`src/rtl/dt1_alu_pkg.sv`:
```
// rtl/dt1_alu_pkg.sv - shared RV32i ALU opcode definitions for dt1_alu and its arbiter
package dt1_alu_pkg;

  localparam int ALU_OP_W = 4;

  localparam logic [ALU_OP_W-1:0] ALU_ADD  = 4'b0000;
  localparam logic [ALU_OP_W-1:0] ALU_SUB  = 4'b0001;
  localparam logic [ALU_OP_W-1:0] ALU_AND  = 4'b0010;
  localparam logic [ALU_OP_W-1:0] ALU_OR   = 4'b0011;
  localparam logic [ALU_OP_W-1:0] ALU_SLL  = 4'b0100;
  localparam logic [ALU_OP_W-1:0] ALU_SLT  = 4'b0101;
  localparam logic [ALU_OP_W-1:0] ALU_SLTU = 4'b0110;
  localparam logic [ALU_OP_W-1:0] ALU_XOR  = 4'b0111;
  localparam logic [ALU_OP_W-1:0] ALU_SRA  = 4'b1000;
  localparam logic [ALU_OP_W-1:0] ALU_SRL  = 4'b1001;
  localparam logic [ALU_OP_W-1:0] ALU_BGE  = 4'b1010;
  localparam logic [ALU_OP_W-1:0] ALU_BGEU = 4'b1011;
  localparam logic [ALU_OP_W-1:0] ALU_BNE  = 4'b1100;

  localparam logic [ALU_OP_W-1:0] ALU_OP_MAX = 4'b1100;

  // Codes above ALU_OP_MAX have no ALU meaning.
  function automatic logic alu_op_legal(input logic [ALU_OP_W-1:0] op);
    return op <= ALU_OP_MAX;
  endfunction

endpackage

```
`src/rtl/dt1_rr_arb2.sv`:
```
// rtl/dt1_rr_arb2.sv - two-way round-robin grant with one bit of history
//
// Ports:
//   clk    in   clock
//   reset  in   asynchronous active-high reset
//   req    in   [1:0] eligible requesters
//   gnt    out  [1:0] one-hot (or zero) grant, combinational from req
module dt1_rr_arb2 (
  input  logic       clk,
  input  logic       reset,
  input  logic [1:0] req,
  output logic [1:0] gnt
);

  // Index of the most recent winner; resets to 1 so requester 0 wins first.
  logic rr_last_q;
  logic rr_last_d;

  always_comb begin
    gnt = req;
    if (req == 2'b11) begin
      gnt = rr_last_q ? 2'b01 : 2'b10;
    end
  end

  // History only moves when somebody actually wins.
  always_comb begin
    rr_last_d = rr_last_q;
    if (|gnt) begin
      rr_last_d = gnt[1];
    end
  end

  always_ff @(posedge clk or posedge reset) begin
    if (reset) begin
      rr_last_q <= 1'b1;
    end else begin
      rr_last_q <= rr_last_d;
    end
  end

endmodule

```
`src/rtl/dt1_alu_arb2.sv`:
```
// rtl/dt1_alu_arb2.sv - shares one external dt1_alu between two valid/ready requesters
//
// Optional macro DT1_ALU_ARB_OPCHECK_EN: ops above ALU_OP_MAX are accepted but not
// forwarded to the ALU; their response is y=0, cond=0, err=1. Without it ops pass
// through unchanged and rN_rsp_err stays 0.
//
// Ports:
//   clk, reset                     clock, asynchronous active-high reset
//   rN_valid/rN_ready              request handshake (N = 0, 1)
//   rN_op/rN_a/rN_b                request payload
//   rN_rsp_valid/rN_rsp_ready      response handshake
//   rN_rsp_y/rN_rsp_cond/rN_rsp_err registered response payload
//   alu_control/alu_a/alu_b        drive to dt1_alu
//   alu_y/alu_cond                 result from dt1_alu
module dt1_alu_arb2
  import dt1_alu_pkg::*;
#(
  parameter int WIDTH = 32
) (
  input  logic                clk,
  input  logic                reset,

  input  logic                r0_valid,
  output logic                r0_ready,
  input  logic [ALU_OP_W-1:0] r0_op,
  input  logic [WIDTH-1:0]    r0_a,
  input  logic [WIDTH-1:0]    r0_b,
  output logic                r0_rsp_valid,
  input  logic                r0_rsp_ready,
  output logic [WIDTH-1:0]    r0_rsp_y,
  output logic                r0_rsp_cond,
  output logic                r0_rsp_err,

  input  logic                r1_valid,
  output logic                r1_ready,
  input  logic [ALU_OP_W-1:0] r1_op,
  input  logic [WIDTH-1:0]    r1_a,
  input  logic [WIDTH-1:0]    r1_b,
  output logic                r1_rsp_valid,
  input  logic                r1_rsp_ready,
  output logic [WIDTH-1:0]    r1_rsp_y,
  output logic                r1_rsp_cond,
  output logic                r1_rsp_err,

  output logic [ALU_OP_W-1:0] alu_control,
  output logic [WIDTH-1:0]    alu_a,
  output logic [WIDTH-1:0]    alu_b,
  input  logic [WIDTH-1:0]    alu_y,
  input  logic                alu_cond
);

  logic [1:0] rsp_valid_q;
  logic [1:0] rsp_valid_d;
  logic [1:0] rsp_cond_q;
  logic [1:0] rsp_err_q;
  logic [WIDTH-1:0] rsp_y_q [2];

  logic [1:0] req_valid;
  logic [1:0] rsp_ready;
  logic [1:0] slot_free;
  logic [1:0] eligible;
  logic [1:0] gnt;

  logic [ALU_OP_W-1:0] sel_op;
  logic [WIDTH-1:0]    sel_a;
  logic [WIDTH-1:0]    sel_b;
  logic                sel_illegal;

  logic [WIDTH-1:0] cap_y;
  logic             cap_cond;
  logic             cap_err;

  assign req_valid = {r1_valid, r0_valid};
  assign rsp_ready = {r1_rsp_ready, r0_rsp_ready};

  // A slot being drained this cycle can take a new result on the same edge.
  assign slot_free = ~rsp_valid_q | rsp_ready;
  assign eligible  = req_valid & slot_free;

  dt1_rr_arb2 u_rr_arb (
    .clk   (clk),
    .reset (reset),
    .req   (eligible),
    .gnt   (gnt)
  );

  assign r0_ready = gnt[0];
  assign r1_ready = gnt[1];

  // Payload of whichever requester holds the grant (only meaningful when |gnt).
  assign sel_op = gnt[1] ? r1_op : r0_op;
  assign sel_a  = gnt[1] ? r1_a  : r0_a;
  assign sel_b  = gnt[1] ? r1_b  : r0_b;

`ifdef DT1_ALU_ARB_OPCHECK_EN
  assign sel_illegal = (|gnt) && !alu_op_legal(sel_op);
`else
  assign sel_illegal = 1'b0;
`endif

  // The ALU sees zeros when idle or when the granted op is being suppressed.
  always_comb begin
    alu_control = ALU_ADD;
    alu_a       = '0;
    alu_b       = '0;
    if ((|gnt) && !sel_illegal) begin
      alu_control = sel_op;
      alu_a       = sel_a;
      alu_b       = sel_b;
    end
  end

  assign cap_y    = sel_illegal ? '0 : alu_y;
  assign cap_cond = sel_illegal ? 1'b0 : alu_cond;
  assign cap_err  = sel_illegal;

  // A grant refills the slot; otherwise a consumed response empties it.
  always_comb begin
    rsp_valid_d = rsp_valid_q;
    for (int n = 0; n < 2; n++) begin
      if (gnt[n]) begin
        rsp_valid_d[n] = 1'b1;
      end else if (rsp_ready[n]) begin
        rsp_valid_d[n] = 1'b0;
      end
    end
  end

  always_ff @(posedge clk or posedge reset) begin
    if (reset) begin
      rsp_valid_q <= '0;
      rsp_cond_q  <= '0;
      rsp_err_q   <= '0;
      rsp_y_q[0]  <= '0;
      rsp_y_q[1]  <= '0;
    end else begin
      rsp_valid_q <= rsp_valid_d;
      for (int n = 0; n < 2; n++) begin
        if (gnt[n]) begin
          rsp_y_q[n]    <= cap_y;
          rsp_cond_q[n] <= cap_cond;
          rsp_err_q[n]  <= cap_err;
        end
      end
    end
  end

  assign r0_rsp_valid = rsp_valid_q[0];
  assign r0_rsp_y     = rsp_y_q[0];
  assign r0_rsp_cond  = rsp_cond_q[0];
  assign r0_rsp_err   = rsp_err_q[0];

  assign r1_rsp_valid = rsp_valid_q[1];
  assign r1_rsp_y     = rsp_y_q[1];
  assign r1_rsp_cond  = rsp_cond_q[1];
  assign r1_rsp_err   = rsp_err_q[1];

endmodule

```
`config.mk`:
```
export PLATFORM = sky130hd
export DESIGN_NAME = dt1_alu_arb2
export DESIGN_NICKNAME = d
export VERILOG_FILES = /design/src/rtl/dt1_alu_pkg.sv /design/src/rtl/dt1_rr_arb2.sv /design/src/rtl/dt1_alu_arb2.sv
export SDC_FILE = /design/constraint.sdc
export NUM_CORES = 1
export LEC_CHECK = 0
export CAP_MARGIN = 0
export CORE_AREA = 2 2 123 125
export DETAILED_ROUTE_END_ITERATION = 7
export DIE_AREA = 0 0 125 127
export RECOVER_POWER = 50
export SYNTH_ARGS = -nofsm -noshare
export SYNTH_HDL_FRONTEND = slang
export SYNTH_SLANG_ARGS = --single-unit
```
`constraint.sdc`:
```
create_clock -name clk -period 4.14 [get_ports clk]
set_clock_uncertainty 0.05 [all_clocks]
set_input_delay 0.828 -clock clk [delete_from_list [all_inputs] [get_ports clk]]
set_output_delay 0.828 -clock clk [all_outputs]
set_load 0.01 [all_outputs]
```
# After elaboration in Yosys (flattened, before gate mapping)
# Cells that the tools add are included.
# totals
reg_bits,69
out_inout_bits,140
# op_classes
n_eq_ne,1
mux,12
n_bitwise,3
n_reduce_logical,3
# op_table
operator,count
32-bit 2-to-1 mux,4
4-bit 2-to-1 mux,2
1-bit 2-to-1 mux,4
2-bit 2-to-1 mux,2
2-bit nonzero test,2
2-bit bitwise AND,1
2-bit == test (second input constant),1
2-bit NOT,1
2-bit bitwise OR,1
2-bit OR reduction,1

# Logic depth before layout (Yosys ltp)
# Gate-level depths: netlist of the first run.
# depth
ltp_word,7
ltp_mapped,5
ltp_nobuf,4

# By module
# A second synthesis of the first run with hierarchy kept.
# hier_totals
hier_cells,243
hier_area_um2,3323.2
# modules_own_cells
mod,instances,cells_each,area_per_inst_um2,seq_area_each_um2
dt1_alu_arb2,1,236,3265.6,1701.6
dt1_rr_arb2,1,7,57.6,26.3

# Worst setup path before layout of the first run
# Ideal clock, no wire load.
# synth_timing
path_type,in2out
start,in r0_rsp_ready
end,out alu_b[23]
arrival_time_ns,1.881
t_required_ns,3.262
slack_ns,1.381
path_stages,5
n_path_buf,2
path_cell_list,nand2b_4 a311oi_2 buf_4 buf_4 a22o_1
# synth_between
elab_chain_cells,6
word_cells_on_any_way,7
classes_between,eq/ne: 1; mux: 3; bitwise: 2; reduce/logical: 1
# synth_lines
item,line,rtl
"start, declared",dt1_alu_arb2.sv:29,"input logic r0_rsp_ready,"
2-bit bitwise OR *,dt1_alu_arb2.sv:77,assign slot_free = ~rsp_valid_q | rsp_ready;
2-bit bitwise AND *,dt1_alu_arb2.sv:78,assign eligible = req_valid & slot_free;
2-bit == test *,dt1_rr_arb2.sv:21,if (req == 2'b11) begin
2-bit 2-to-1 mux *,dt1_rr_arb2.sv:21,
net r1_ready,dt1_alu_arb2.sv:35,"output logic r1_ready,"
32-bit 2-to-1 mux / 2-bit OR reduction (equally long branches),"dt1_alu_arb2.sv:93, dt1_alu_arb2.sv:106",
32-bit 2-to-1 mux *,dt1_alu_arb2.sv:106,if ((|gnt) && !sel_illegal) begin
"end, declared",dt1_alu_arb2.sv:47,"output logic [WIDTH-1:0] alu_b,"
# Mark *: on every way through the listed nets, which the timed path passes. The rest lies on a longest branch.

# Final worst setup path of the first run
# layout_timing
start,in r1_rsp_ready
end,out alu_b[4]
# layout_between
elab_chain_cells,6
word_cells_on_any_way,7
classes_between,eq/ne: 1; mux: 3; bitwise: 2; reduce/logical: 1
# layout_lines
item,line,rtl
"start, declared",dt1_alu_arb2.sv:40,"input logic r1_rsp_ready,"
2-bit bitwise OR *,dt1_alu_arb2.sv:77,
2-bit bitwise AND *,dt1_alu_arb2.sv:78,
2-bit == test,dt1_rr_arb2.sv:21,
2-bit 2-to-1 mux *,dt1_rr_arb2.sv:21,
32-bit 2-to-1 mux / 2-bit OR reduction (equally long branches),"dt1_alu_arb2.sv:93, dt1_alu_arb2.sv:106",
32-bit 2-to-1 mux *,dt1_alu_arb2.sv:106,
# Mark *: on every way between the ends. The rest lies on a longest branch, timed or not.

==> qor.csv, run 1 <==
stage;metric;value;unit
outcome;status;completed;
yosys;Synth Area in Simple Gates;0.0129;
detailed_routing;ANT nets after route;0;
timing;RSZ-0062 raised after global routing;no;
job;number of max-cap violations;0;
pwr;Tot Pwr;2.89;mW
clocking;clock-pin slew on the worst setup and hold paths;50;ps
detailed_routing;via/cell ratio;4.53;
setup_path;worst path required time;3260;ps
yosys;synthesis-stage register bit count;69;
yosys;Synth Area in Compound Gates;0.191;
detailed_routing;DR iter-0 viols;95;
setup_path;max incr delay on CP;630;ps
clocking;H-Tree Depth;3;
global_route;vias in the first global route;3440;
final_layout;Final nets;723;
floorplanning;Starting Density;0.229;
clocking;# hold bufs at CTS;0;
setup_path;CP max FO;45;
timing;Final Max Slew Viols;0;
yosys;portion of netlist area occupied by mux cells;0.225;
timing;slew at the pin closest to its max-slew limit;1380;ps
min_path;Hold WC Path Type;reg -> reg;
pwr;Pwr Density;422;nW/µm²
setup_path;CP dominant cell by count;clkdlybuf4s50_1;
setup_path;FF-to-FF End;r0_rsp_y[28];
setup_path;R2R Setup Slk;1670;ps
yosys;count of cell types in the netlist;19;
pwr;VDD IR-drop max;0.000261;V
setup_path;startpoint types;input pin;
clocking;CTS root buffer;clkbuf_16;
timing;relative slew slack;0.0820;
timing;Final period util;0.945;
timing;fmax;255;MHz
yosys;Mapped Area;3300;µm²
detailed_routing;Pre-antenna DRT Iters;4;
final_layout;# fillers;1340;
clocking;post-CTS setup buffers;0;
min_path;Hold Path Origin;r1_rsp_y[11];
timing;Final min period;3910;ps
yosys;Post-Syn Instances;239;
floorplanning;die width;125;µm
global_route;gr usage total;0.170;
global_route;number of antenna violations at the first check in global routing;0;
yosys;synth warn;0;
final_layout;most common cell after layout, fill and taps aside;clkdlybuf4s50_1;
setup_path;critical path capture point type;output port;
clocking;Clk Latency, worst-skew pair;320;ps
placement;hpwl dp;11.3;mm
clocking;CTS buffer count;9;
pwr;P_leak;2.76;nW
floorplanning;Die Y-Extent;127;µm
clocking;# clock sinks;69;
floorplanning;I/O pins;315;
timing;final setup violation count;0;
detailed_routing;via count;3339;
floorplanning;core area;14400;µm²
detailed_routing;DRC violation count after routing;0;
yosys;sequential fraction of the synthesis area;0.523;
yosys;Mean Syn Cell Area;13.8;µm²
final_layout;diode count;0;
min_path;Worst Hold Path EP;r1_rsp_y[11];
placement;GP Congestion;0.952;
placement;input/output buffers;312;
detailed_routing;Total Wirelength;14.3;mm
yosys;Adder-Cell Fraction of Synth Area;0;
setup_path;CP Data Arrival Time;3040;ps
floorplanning;Die ar.;15900;µm²
clocking;CTS-repair resized insts;0;
timing;final hold vios;0;
floorplanning;Core Rows;44;
final_layout;most frequent cells in the layout;clkdlybuf4s50_1, a22o_1, dfrtp_1, dlygate4sd3_1, mux2_2;
global_route;first-pass GRT wire length;20.9;mm
setup_path;reg2reg path depth;4;
global_route;largest net degree at the start of global routing;59;
setup_path;FF-to-FF Start;rsp_valid_q[1];
clocking;CTS Buffer Depth;2;
yosys;Post-Synth XOR/XNOR Area;0;
detailed_routing;routed len/inst;19.4;µm
setup_path;Worst Setup Path Type;in -> out;
yosys;main combinational cell family by area after synthesis;multiplexers;
min_path;WHS Path Cells;1;
final_layout;Area Overhead vs Synth;108;%
timing;setup TNS;0;ps
clocking;CTS tree;done;
final_layout;share of cells above drive strength 1;0.152;
setup_path;Max stage delay cell, worst path;clkdlybuf4s50_1;
setup_path;critical path cell sequence;clkdlybuf4s50_1 -> nor2b_2 -> o211ai_1 -> inv_2 -> buf_4 -> a22o_1 -> clkdlybuf4s50_1;
global_route;Remaining Overflow, GRT;0;
[synthesized netlist by cell type, drive strengths merged]
library cell  number  area [µm²]
a22o              68         596
a311oi             1        15.0
buf               17         120
clkbuf             6        22.5
conb               1        3.75
dfrtp             68        1700
dfstp              1        26.3
inv                3        11.3
mux2              66         743
nand2              2        7.51
nand2b             2        20.0
nor2b              1        8.76
o211ai             1        12.5
o2bb2ai            1        8.76
or2                1        6.26
[flip-flops by register name, summed over array words and instances (netlist names)]
name,flops
rsp_cond_q,2
r0_rsp_y,32
r1_rsp_y,32
u_rr_arb.rr_last_q,1
rsp_valid_q,2
[worst max path at each step]
stage	from	end	slack [ps]	depth (start not counted)
2_1_floorplan	r0_rsp_ready	alu_b[23]	1380	5
3_3_place_gp	r1_rsp_ready	alu_b[4]	260	7
3_5_place_dp	r1_rsp_ready	alu_b[4]	250	7
4_1_cts	r1_rsp_ready	alu_b[4]	250	7
5_1_grt	r1_rsp_ready	alu_b[4]	70	7
6_report	r1_rsp_ready	alu_b[4]	230	7
[through the flow]
stage	setup WS, ps	util	cell area, µm²	cells	hold slack (ps)
after floorplan	1380	-	3310	240	425
after global placement	261	0.458	6600	721	422
after detailed placement	251	0.458	6600	721	430
after CTS	246	0.476	6870	737	447
after global routing	74.5	0.475	6860	737	452
final	226	0.475	6860	737	434
[cell type report]
class                      instances  area (µm²)  share of cell area
timing repair buffer             320        3180               0.464
sequential                        69        1730               0.252
multi-input combinational        145        1430               0.209
clock buffer                      13         250              0.0365
tap                              184         230              0.0336
clock inverter                     3        21.3             0.00310
inverter                           3        11.3             0.00164
[worst max-delay path, delay by kind of cell]
kind,cells,cell delay (ps)
simple gates,1,250
compound gates,2,410
buf+inv,4,1530
[routing by layer]
layer	GRT usage	share of wire
met5	0	0
met4	0.0320	0.010
met3	0.0624	0.080
met2	0.313	0.53
met1	0.189	0.38
[logic make-up (layout without fill, tap and decap cells)]
| family | after synthesis | after routing |
|---|---|---|
| AOI/OAI and AO/OA | 71 | 71 |
| DFF | 69 | 69 |
| muxes | 66 | 66 |
| buffers and inverters | 26 | 339 |
| and+or+nand+nor | 6 | 6 |
| other | 1 | 2 |
[power breakdown]
group / switching (mW) / internal, mW
logic: 0.494 / 0.771
clock network: 0.265 / 0.422
registers: 0.0861 / 0.857
Note: power is estimated with default switching activity, not from simulation.
==> inputs of run 2 (changes only) <==
--- a/config.mk
+++ b/config.mk
@@ -6,9 +6,9 @@
 export NUM_CORES = 1
 export LEC_CHECK = 0
 export CAP_MARGIN = 0
-export CORE_AREA = 2 2 123 125
+export CORE_AREA = 2 2 122 124
 export DETAILED_ROUTE_END_ITERATION = 7
-export DIE_AREA = 0 0 125 127
+export DIE_AREA = 0 0 124 126
 export RECOVER_POWER = 50
 export SYNTH_ARGS = -nofsm -noshare
 export SYNTH_HDL_FRONTEND = slang
==> constraint.sdc (replaced) <==
create_clock -name clk -period 3.8 [get_ports clk]
set_clock_uncertainty 0.05 [all_clocks]
set_input_delay 0.76 -clock clk [delete_from_list [all_inputs] [get_ports clk]]
set_output_delay 0.76 -clock clk [all_outputs]
set_load 0.01 [all_outputs]
==> qor.csv, run 2 (synthesized netlist as in run 1, its figures left out) <==
stage;metric;value;unit;change
setup_path;worst path required time;2990;ps;-270 ps
timing;fmax;280;MHz;
placement;dpl cells;721;;unchanged
setup_path;Worst Setup Path Type;in -> out;;
timing;slew at the pin closest to its max-slew limit;1360;ps;-14.1 ps
timing;final hold vios;0;;unchanged
setup_path;critical path capture point type;output port;;
placement;post-place setup slack;201;ps;-50.6 ps
detailed_routing;DRC violation count after routing;0;;unchanged
pwr;P_leak;2.82;nW;+2.1%
global_route;gr usage total;0.179;;+0.00893
timing;Final Max Slew Viols;0;;unchanged
final_layout;post-route cell area;6990;µm²;+2.0%
detailed_routing;Total Wirelength;14.7;mm;+2.8%
min_path;Hold Path Origin;r1_rsp_y[10];;
final_layout;share of cells above drive strength 1;0.159;;+0.00723
setup_path;critical path cell sequence;clkdlybuf4s50_1 -> nand2b_4 -> a311oi_4 -> buf_12 -> a22o_1 -> clkdlybuf4s50_1;;
clocking;# hold bufs at CTS;0;;unchanged
timing;Final period util;0.939;;
timing;setup ws final;230;ps;+3.94 ps
floorplanning;Starting Density;0.231;;+0.00176
detailed_routing;via count;3353;;+0.42%
floorplanning;I/O pins;315;;unchanged
timing;relative slew slack;0.0914;;+0.00940
setup_path;CP startpoint;r0_rsp_ready;;
setup_path;CP dominant cell by count;clkdlybuf4s50_1;;
clocking;CTS Buffer Depth;2;;unchanged
floorplanning;Die ar.;15600;µm²;-1.6%
floorplanning;core area;14300;µm²;-0.76%
setup_path;startpoint types;input pin;;
clocking;# clock sinks;69;;unchanged
detailed_routing;via/cell ratio;4.52;;-0.12%
detailed_routing;ANT nets after route;0;;unchanged
job;number of max-cap violations;0;;unchanged
detailed_routing;routed len/inst;19.8;µm;+2.2%
setup_path;max incr delay on CP;530;ps;-100 ps
timing;final setup violation count;0;;unchanged
placement;placed inst area;6640;µm²;+0.57%
final_layout;most common cell after layout, fill and taps aside;clkdlybuf4s50_1;;
floorplanning;die width;124;µm;-0.80%
global_route;largest net degree at the start of global routing;48;;-19%
min_path;Hold WC Path Type;reg -> reg;;
timing;RSZ-0062 raised after global routing;no;;
setup_path;CP max FO;47;;+4.4%
placement;input/output buffers;312;;unchanged
clocking;CTS tree;done;;
detailed_routing;Pre-antenna DRT Iters;4;;unchanged
pwr;VDD IR-drop max;0.000382;V;+46%
placement;GP Congestion;0.803;;-16%
clocking;post-CTS setup buffers;0;;unchanged
final_layout;most frequent cells in the layout;clkdlybuf4s50_1, a22o_1, dfrtp_1, dlygate4sd3_1, mux2_2;;
clocking;CTS-repair resized insts;0;;unchanged
outcome;status;completed;;
detailed_routing;DR iter-0 viols;86;;-9.5%
setup_path;CP Data Arrival Time;2760;ps;-280 ps
setup_path;FF-to-FF Start;rsp_valid_q[1];;
placement;hpwl dp;11.8;mm;+4.7%
final_layout;Final nets;723;;unchanged
final_layout;final non-filler cell total;741;;+0.54%
clocking;H-Tree Depth;3;;unchanged
clocking;clock-pin slew on the worst setup and hold paths;50;ps;about the same
clocking;CTS root buffer;clkbuf_16;;
clocking;Clk Latency, worst-skew pair;320;ps;about the same
floorplanning;Die Y-Extent;126;µm;-0.79%
timing;Final min period;3570;ps;
final_layout;# fillers;1307;;-2.5%
setup_path;Max stage delay cell, worst path;clkdlybuf4s50_1;;
final_layout;Area Overhead vs Synth;112;%;
timing;setup TNS;0;ps;unchanged
pwr;Pwr Density;487;nW/µm²;+15%
clocking;CTS buffer count;9;;unchanged
global_route;vias in the first global route;3456;;+0.47%
timing;hold_ws;429;ps;-5.18 ps
floorplanning;Core Rows;44;;unchanged
global_route;first-pass GRT wire length;20.6;mm;-1.3%
global_route;Remaining Overflow, GRT;0;;unchanged
global_route;number of antenna violations at the first check in global routing;5;;+5
## run 2: cell types whose count changed in the layout (fill, tap and decap cells not counted), sizes merged
cell	previous run	this run
clkbuf	16	14
diode	0	4
clkinv	2	1
bufinv	0	3
## run 2: worst max-delay path, delay by kind of cell
family	cells	cell delay (ps)
AOI/OAI and AO/OA	2	590
and+or+nand+nor	1	160
buffers and inverters	3	1220
## run 2: where the power goes
group | switching (mW) | total (mW) | internal, mW | leakage, nW
Sequential | 0.0914 | 1.02 | 0.933 | 0.804
Clock | 0.312 | 0.990 | 0.678 | 0.172
Combinational | 0.537 | 1.39 | 0.852 | 1.84
## run 2: path summary, 6_finish.rpt
check / cells past startpoint / slack (ps) / to
setup / recovery: 6 / 230 / alu_a[4]
hold / removal: 1 / 430 / r1_rsp_y[10]
setup reg to reg: 4 / 1360 / r0_rsp_y[23]
hold reg to reg: 1 / 430 / r1_rsp_y[10]
max in group asynchronous: 3 / 1470 / r0_rsp_y[11]
min in group asynchronous: 2 / 750 / r0_rsp_y[25]
## run 2: per-stage QoR
stage / power, mW / util
2_1_floorplan: 1.61 / -
3_3_place_gp: 2.51 / 0.464
3_5_place_dp: 2.53 / 0.464
4_1_cts: 3.55 / 0.489
5_1_grt: 3.58 / 0.488
6_report: 3.40 / 0.489
## run 2: routing by layer
layer / GRT usage / vias to the layer above / part of all wire
li1: - / 1532 / -
met4: 0.0608 / 2 / 0.012
met1: 0.207 / 1618 / 0.38
met2: 0.295 / 184 / 0.49
met3: 0.0770 / 17 / 0.11
met5: 0 / - / 0.00089
## run 2: area by class of cell
type / count / area (µm²) / share of cell area
clock inverter: 5 / 106 / 0.0152
multi-input combinational: 145 / 1430 / 0.205
timing repair buffer: 320 / 3220 / 0.461
inverter: 3 / 11.3 / 0.00161
clock buffer: 11 / 253 / 0.0361
antenna: 4 / 10.0 / 0.00143
sequential: 69 / 1730 / 0.247
tap: 184 / 230 / 0.0329
